<file path="src/rtl/fifo_wr_arbiter.sv">
// fifo_wr_arbiter: round-robin arbiter sharing one FIFO write port among NUM_REQ producers, bursts kept contiguous.
// Define FIFO_WR_ARB_TAG_EN to prepend the producer index to fifo_din.
module fifo_wr_arbiter #(
    parameter int DATA_WIDTH = 32,
    parameter int NUM_REQ = 4,
    parameter int MAX_BURST = 4,
    localparam int ID_W = $clog2(NUM_REQ)
) (
    input  logic                          clk,
    input  logic                          rst,
    input  logic [NUM_REQ-1:0]            req_wr,
    input  logic [NUM_REQ*DATA_WIDTH-1:0] req_din,
    output logic [NUM_REQ-1:0]            req_full,
    output logic                          fifo_wr,
`ifdef FIFO_WR_ARB_TAG_EN
    output logic [DATA_WIDTH+ID_W-1:0]    fifo_din,
`else
    output logic [DATA_WIDTH-1:0]         fifo_din,
`endif
    input  logic                          fifo_full,
    output logic [ID_W-1:0]               grant_id,
    output logic                          busy
);
    typedef enum logic {IDLE, BURST} state_t;
    state_t                r_state;
    logic [ID_W-1:0]       r_ptr, r_owner, r_grant;
    logic [7:0]            r_cnt;
    logic                  r_out_valid;
    logic [DATA_WIDTH-1:0] r_out_data;
    logic                  w_ready, w_found, w_elig, w_acc;
    logic [ID_W-1:0]       w_win, w_sel;
    logic [7:0]            w_cnt_nxt;
`ifdef FIFO_WR_ARB_TAG_EN
    logic [ID_W-1:0]       r_tag;
`endif

    function automatic logic [ID_W-1:0] f_rr(input logic [ID_W-1:0] p, input int k);
        return ID_W'((int'(p) + k) % NUM_REQ);
    endfunction

    // Scan from farthest to nearest so the producer right after ptr wins.
    always_comb begin
        w_found = 1'b0;
        w_win = '0;
        for (int k = NUM_REQ; k >= 1; k--) begin
            if (req_wr[f_rr(r_ptr, k)]) begin
                w_found = 1'b1;
                w_win = f_rr(r_ptr, k);
            end
        end
    end

    assign w_ready   = !r_out_valid || !fifo_full;
    assign w_sel     = (r_state == BURST) ? r_owner : w_win;
    assign w_elig    = (r_state == BURST) ? req_wr[r_owner] : w_found;
    assign w_acc     = w_elig && w_ready;
    assign w_cnt_nxt = r_cnt + 8'd1;
    assign req_full  = (rst && w_acc) ? ~(NUM_REQ'(1) << w_sel) : '1;
    assign fifo_wr   = r_out_valid;
    assign grant_id  = r_grant;
    assign busy      = (r_state == BURST) || r_out_valid;
`ifdef FIFO_WR_ARB_TAG_EN
    assign fifo_din  = {r_tag, r_out_data};
`else
    assign fifo_din  = r_out_data;
`endif

    always_ff @(posedge clk or negedge rst) begin
        if (!rst) begin
            r_state     <= IDLE;
            r_ptr       <= ID_W'(NUM_REQ - 1);
            r_owner     <= '0;
            r_grant     <= '0;
            r_cnt       <= '0;
            r_out_valid <= 1'b0;
            r_out_data  <= '0;
`ifdef FIFO_WR_ARB_TAG_EN
            r_tag       <= '0;
`endif
        end else begin
            if (w_acc) begin
                r_out_valid <= 1'b1;
                r_out_data  <= req_din[w_sel*DATA_WIDTH +: DATA_WIDTH];
`ifdef FIFO_WR_ARB_TAG_EN
                r_tag       <= w_sel;
`endif
            end else if (!fifo_full) begin
                r_out_valid <= 1'b0;
            end
            if (r_state == IDLE) begin
                if (w_acc) begin
                    r_grant <= w_sel;
                    if (MAX_BURST == 1) begin
                        r_ptr <= w_sel;
                    end else begin
                        r_state <= BURST;
                        r_owner <= w_sel;
                        r_cnt   <= 8'd1;
                    end
                end
            end else if (!req_wr[r_owner]) begin
                r_state <= IDLE;
                r_ptr   <= r_owner;
                r_cnt   <= '0;
            end else if (w_ready) begin
                if (w_cnt_nxt == 8'(MAX_BURST)) begin
                    r_state <= IDLE;
                    r_ptr   <= r_owner;
                    r_cnt   <= '0;
                end else begin
                    r_cnt <= w_cnt_nxt;
                end
            end
        end
    end
endmodule

</file>
<file path="config.mk">
export PLATFORM = sky130hd
export DESIGN_NAME = fifo_wr_arbiter
export DESIGN_NICKNAME = d
export VERILOG_FILES = /design/src/rtl/fifo_wr_arbiter.sv
export SDC_FILE = /design/constraint.sdc
export NUM_CORES = 1
export LEC_CHECK = 0
export ABC_AREA = 1
export CORE_AREA = 2 2 99 101
export CTS_CLUSTER_DIAMETER = 120
export CTS_CLUSTER_SIZE = 14
export DETAILED_ROUTE_END_ITERATION = 16
export DIE_AREA = 0 0 101 103
export PLACE_DENSITY = 0.78
export SETUP_SLACK_MARGIN = 0.1
export SYNTH_ARGS = -nofsm -noshare
export SYNTH_HDL_FRONTEND = slang
export SYNTH_SLANG_ARGS = --single-unit
export TNS_END_PERCENT = 1
</file>
<file path="constraint.sdc">
create_clock -name clk -period 2.17 [get_ports clk]
set_input_delay 0.3255 -clock clk [delete_from_list [all_inputs] [get_ports clk]]
set_output_delay 0.3255 -clock clk [all_outputs]
set_load 0.05 [all_outputs]
</file>
# Word level (Yosys, flattened, before mapping)
# Index checks and enable logic that the tools add are counted.
[classes] n_addsub=5 order_cmp=5 multipliers=0 bitwise=2 n_shift=2 n_div=0 n_reduce_logical=10 muxes=36 eq_ne=5
[ops] cell="128-bit by 8-bit variable part select with 32-bit output" n=1
[ops] cell="8-bit two-way mux" n=5
[ops] cell="1-bit two-way mux" n=17
[ops] cell="2-bit two-way mux" n=8
[ops] cell="2-bit by 3-bit < comparator with 1-bit output, second input constant" n=5
[ops] cell="1-bit binary-select mux with 2-bit select" n=5
[ops] cell="8-bit by 1-bit adder with 8-bit output, second input constant" n=1
[ops] cell="8-bit by 3-bit == test with 1-bit output, second input constant" n=1
[ops] cell="2-bit by 1-bit adder with 2-bit output, second input constant" n=2
[ops] cell="2-bit adder, second input constant" n=2
[ops] cell="4-bit two-way mux" n=1
[ops] cell="2-bit by 1-bit inequality test with 1-bit output, second input constant" n=2
[ops] cell="4-bit inverter" n=1
[ops] cell="2-bit AND reduction" n=2
[ops] cell="1-bit by 2-bit left shift with 4-bit output, first input constant" n=1
[ops] cell="3-bit inequality test, second input constant" n=1
[ops] cell="3-bit AND reduction" n=1
[ops] cell="1-bit logical AND" n=2
[ops] cell="1-bit zero test" n=2
[ops] cell="1-bit logical OR" n=2
[ops] cell="2-bit inequality test, second input constant" n=1
[ops] cell="2-bit nonzero test" n=1
[ops] cell="1-bit inverter" n=1
[totals] in_bits=135 mem_bits_ro=0 latchBits=0 output_inout_bits=40 regBits=46 elab_cells=71 mem_bits_rw=0 memories=0

# Longest topological paths before layout
[depth] depth_word=11 ltp_mapped=19 ltp_nobuf=16

# Least setup slack after synthesis
# OpenSTA, ideal clock, no wires.
[synth_timing] path_type="register to output" from="reg, netlist name grant_id[0]" to="out req_full[0]" n_path_buf=0 required_ns=1.845 setup_slack_ns=-0.231 stages_incl_launch_ff=10 arrival_ns=2.076 cell_sequence="dfrtp_1 > a21oi_1 > o21ai_0 > nand2_1 > nand2_1 > nand2_1 > nor2_2 > inv_1 > nor2_1 > nand3_1"
[synth_rtl] item="end: declaration" line_no="13" source="output logic [NUM_REQ-1:0] req_full,"

# Final worst setup path
[layout_timing] from="reg r_ptr[0]" to="out req_full[0]"
[layout_between] elab_chain_len=11 word_cells_on_any_way=27 classes_between="add/sub: 4; shift: 1; mux: 19; bitwise: 1; reduce/logical: 2"
[layout_lines] item="start: declaration" line_no="26" source="logic [ID_W-1:0] r_ptr, r_owner, r_grant;"
[layout_lines] item="start signal: assignment" line_no="71" source="r_ptr <= ID_W'(NUM_REQ - 1);"
[layout_lines] item="start signal: assignment" line_no="94" source="r_ptr <= w_sel;"
[layout_lines] item="start signal: assignment" line_no="103" source="r_ptr <= r_owner;"
[layout_lines] item="2-bit by 1-bit adder with 2-bit output" line_no="38" source="return ID_W'((int'(p) + k) % NUM_REQ);"
[layout_lines] item="1-bit binary-select mux with 2-bit select" line_no="46" source="if (req_wr[f_rr(r_ptr, k)]) begin"
[layout_lines] item="1-bit two-way mux (not written as such)" line_no="46"
[layout_lines] item="2-bit two-way mux / 1-bit two-way mux (equally long branches) (4 in a row)" line_no="46"
[layout_lines] item="2-bit two-way mux / 1-bit two-way mux (equally long branches)" line_no="54, 55"
[layout_lines] item="1-bit by 2-bit left shift with 4-bit output / 1-bit logical AND (equally long branches)" line_no="58, 56"
[layout_lines] item="4-bit inverter / 1-bit logical AND (equally long branches)" line_no="58" source="assign req_full = (rst && w_acc) ? ~(NUM_REQ'(1) << w_sel) : '1;"
[layout_lines] item="4-bit two-way mux *" line_no="58"
# Mark *: on every way between the ends. The rest lies on a longest branch, timed or not. The select of a mux whose other input is x is not followed.

==> flow_summary.rst <==
.. list-table::
   :header-rows: 1

   * - Metric
     - Value
   * - Result of the run
     - finished with violations
   * - Violations in the final reports
     - negative setup slack
   * - Normalized max-slew margin
     - 60.0%
   * - Post-DP HPWL
     - 8450 um
   * - Switching Share
     - 55.5%
   * - Overall power after layout
     - 9.97 mW
   * - Share of flip-flops with an asynchronous set or reset after synthesis
     - 100%
   * - Depth of the worst register-to-register path
     - 19
   * - Final Slew Violations
     - 0
   * - Max-capacitance violation count
     - 0
   * - Crit path setup slack, layout
     - -0.281 ns
   * - FMAX
     - 408 MHz
   * - Layout Skew
     - 0.00595 ns
   * - Total Routing Usage GR
     - 21.7%
   * - Post-synth top flop
     - sky130_fd_sc_hd__dfrtp_1
   * - Pre-CTS setup slack
     - -0.232 ns
   * - Detailed-route vias per instance
     - 4.84
   * - Summed instance area of the synthesized netlist
     - 3660 um2
   * - Die outline width
     - 101 um
   * - Top Family by Delay on Critical Path
     - simple AND/OR/NAND/NOR gates
   * - Dominant cell type by count on the critical path
     - sky130_fd_sc_hd__nand2_1
   * - Clk Tree Root Cell
     - sky130_fd_sc_hd__clkbuf_8
   * - Antenna violations before repair
     - 0
   * - R2r endpoint
     - fifo_din[10]
   * - Total DRC errors in the routed layout
     - 0
   * - Num CTS Buffers
     - 5
   * - Chip height
     - 103 um
   * - 1st-iter DRT viols
     - 147
   * - Final wirelength
     - 11200 um
   * - Drt first pass iters
     - 4
   * - Count of warnings emitted by yosys
     - 0
   * - Initial core utilization
     - 38.7%
   * - Sequential fraction of design power
     - 15.2%
   * - Avg WL per Cell
     - 12.5 um
   * - Net Sw Power
     - 5.53 mW
   * - Final ANT Viol Nets
     - 0
   * - Power per unit of standard cell area
     - 1710 nW/um2
   * - DIE AREA
     - 10400 um2
   * - Post-synth EDFFs
     - 0
   * - Top library cells by usage in the layout, fill and taps aside
     - sky130_fd_sc_hd__nand2_1 (328), sky130_fd_sc_hd__clkdlybuf4s50_1 (168), sky130_fd_sc_hd__nand3_1 (72)
   * - Later-pin clock latency in the skew report
     - 0.30 ns
   * - Clock network power share
     - 5.0%
   * - Share of the clock period used by the worst path after layout
     - 113%
   * - DR vias
     - 4314
   * - Kind of end point of the critical path
     - output pin
   * - TritonCTS clock tree
     - built
   * - Area used by multi-input combinational logic
     - 2280 um2
   * - Area growth from synthesis to layout
     - 59.3%
   * - Largest vdd supply drop
     - 0.00102 V
   * - Launch point of the worst reg-to-reg path
     - r_ptr[0]
   * - Delay contributed by the slowest stage of the critical path
     - 0.63 ns
   * - CTS max path bufs
     - 2
   * - Post-layout min period
     - 2.45 ns
   * - Number of levels the H-tree was split into
     - 2
   * - CP Max Fanout
     - 6
   * - Total count of hold-check failures in the final report
     - 0
   * - Layout cell share with drive strength beyond 1
     - 14.7%
   * - Wire length of the first global-routing pass
     - 18400 um
   * - Pin count of the biggest net entering global routing
     - 65
   * - Row cnt
     - 36
   * - Count of cell types in the netlist
     - 31
   * - Sequential element share of the synthesized area
     - 31.5%
   * - Required time of the worst setup path
     - 1.84 ns
   * - Count of fill cells added during filler insertion
     - 850
   * - Combinational share of power
     - 79.8%
   * - Most frequent standard cell in the layout excluding fill and tap cells
     - sky130_fd_sc_hd__nand2_1
   * - Worst path bufs/invs
     - 4
   * - Arrival @ worst endpoint
     - 2.13 ns
   * - Number of antenna repair diodes
     - 0
   * - Crit-path cells
     - buf_6 -> nand2_1 -> nand2_1 -> nand2_2 -> buf_4 -> nand2_1 -> nand3_2 -> nand3_4 -> nand2_8 -> inv_8 -> nand3_4 -> buf_12
   * - Gate count after technology mapping
     - 597
   * - Leakage power figure
     - 2.94 nW
   * - Count of hold-fix buffers inserted at cts
     - 0
   * - Weighted congestion at the end of routability-driven global placement
     - 0.839
   * - Clock transition at the register clock pins on the worst setup and hold paths after CTS
     - 0.08 ns
   * - IO Pins
     - 175
   * - Critical path class
     - reg -> out
   * - Leftover overflow at the end of global routing
     - 0
   * - Syn_area_per_cell
     - 6.13 um2
   * - Register Area
     - 1160 um2
   * - Post-synth net total
     - 733
   * - Slowest cell on crit path
     - sky130_fd_sc_hd__dfstp_2
   * - Number of synthesized register bits
     - 46
   * - Vias in the first global route
     - 4123
   * - Power Internal
     - 4.44 mW
   * - Number of port buffers
     - 174
   * - Startpoint Class
     - flop
   * - Core area
     - 9460 um2
   * - NumNets Final
     - 914
   * - Tightest Pin Transition
     - 0.600 ns
   * - Setup violators final
     - 36
   * - Setup repair after global routing missed its margin
     - yes
   * - Slack of the worst reg-to-reg path
     - -0.13 ns
   * - Hold Crit Class
     - in -> async
   * - Num Clock Sinks
     - 46
[metal layers]
metal / vias to the layer above / wire length (um) / global-route usage, % / share of wire, %
met5: - / 0 / 0 / 0
met4: 0 / 74 / 4.68 / 0.66
met3: 7 / 668 / 5.42 / 6.0
met2: 117 / 5830 / 41.0 / 52
met1: 1975 / 4610 / 24.7 / 41
li1: 2215 / - / - / -
[area by class of cell]
type,count,share of cell area [%]
clock buffers,7,1.31
flip-flops and latches,46,19.8
multi-input cells,494,39.0
repair buffers,208,35.8
inverters,23,1.65
well taps,114,2.45
[how the worst max path moves through the flow]
stage               from            to  slack [ns]  depth (start not counted)
5_1_grt         r_ptr[0]   req_full[0]       -0.41                         12
3_3_place_gp   req_wr[1]  fifo_din[10]       -0.19                         17
2_1_floorplan   r_ptr[0]   req_full[0]        0.08                         12
6_report        r_ptr[0]   req_full[0]       -0.28                         12
4_1_cts         r_ptr[0]   req_full[0]       -0.28                         12
3_5_place_dp   req_wr[1]  fifo_din[10]       -0.23                         17
[sequential cells by signal, summed over array words and instances, names as in the netlist]
| name | flops |
|---|---|
| fifo_din | 32 |
| r_cnt | 8 |
| grant_id | 2 |
| r_ptr | 2 |
| fifo_wr | 1 |
| r_state | 1 |
[cells by family (layout without fill, tap and decap cells)]
logic type	count (synthesis)	in the layout	synth area share, %
flops	46	46	31.5
xor+xnor	5	5	1.20
compound gates	20	20	3.04
buf+inv	57	238	9.43
simple gates	468	468	54.5
fa+ha+maj	1	1	0.342
[synth_stat cells (all sizes together), types with 2 or more instances]
library cell  count  share of area [%]
nand2           375                 41
nand4             2               0.34
buf              30                6.6
o22ai             4               0.68
nor2              8               0.89
clkbuf            4               0.41
nor3              4               0.55
xor2              5                1.2
inv              23                2.4
a21oi             3               0.41
o21ai            12                1.7
dfrtp            44                 30
nand3            78                 11
dfstp             2                1.4
[metrics by stage]
| stage | utilization [%] | setup TNS [ns] | cells | cell area, um2 | hold slack, ns |
|---|---|---|---|---|---|
| floorplan | - | 0 | 597 | 3740 | 0.0299 |
| global placement | 59.8 | -6.16 | 880 | 5650 | 0.462 |
| detailed placement | 59.8 | -7.68 | 880 | 5650 | 0.464 |
| CTS | 61.3 | -4.85 | 891 | 5800 | 0.146 |
| global route | 61.7 | -10.46 | 892 | 5830 | 0.189 |
| finish | 61.7 | -4.41 | 892 | 5830 | 0.128 |
[power groups by stage]
stage / clock [mW] / sequential, mW / combinational, mW
6_report: 0.499 / 1.51 / 7.96
3_3_place_gp: 0 / 1.52 / 7.62
4_1_cts: 0.527 / 1.51 / 7.95
5_1_grt: 0.556 / 1.56 / 8.86
3_5_place_dp: 0 / 1.53 / 7.76
2_1_floorplan: 0 / 2.50 / 4.76
[what timing repair did]
action / in CTS / in global routing
cloned: 0 / 0
endpoints found under the setup margin: 40 / 44
buffers inserted: 4 / 1
pin swaps: 10 / 5
resized for setup: 14 / 8
(Power assumes the default switching activity.)
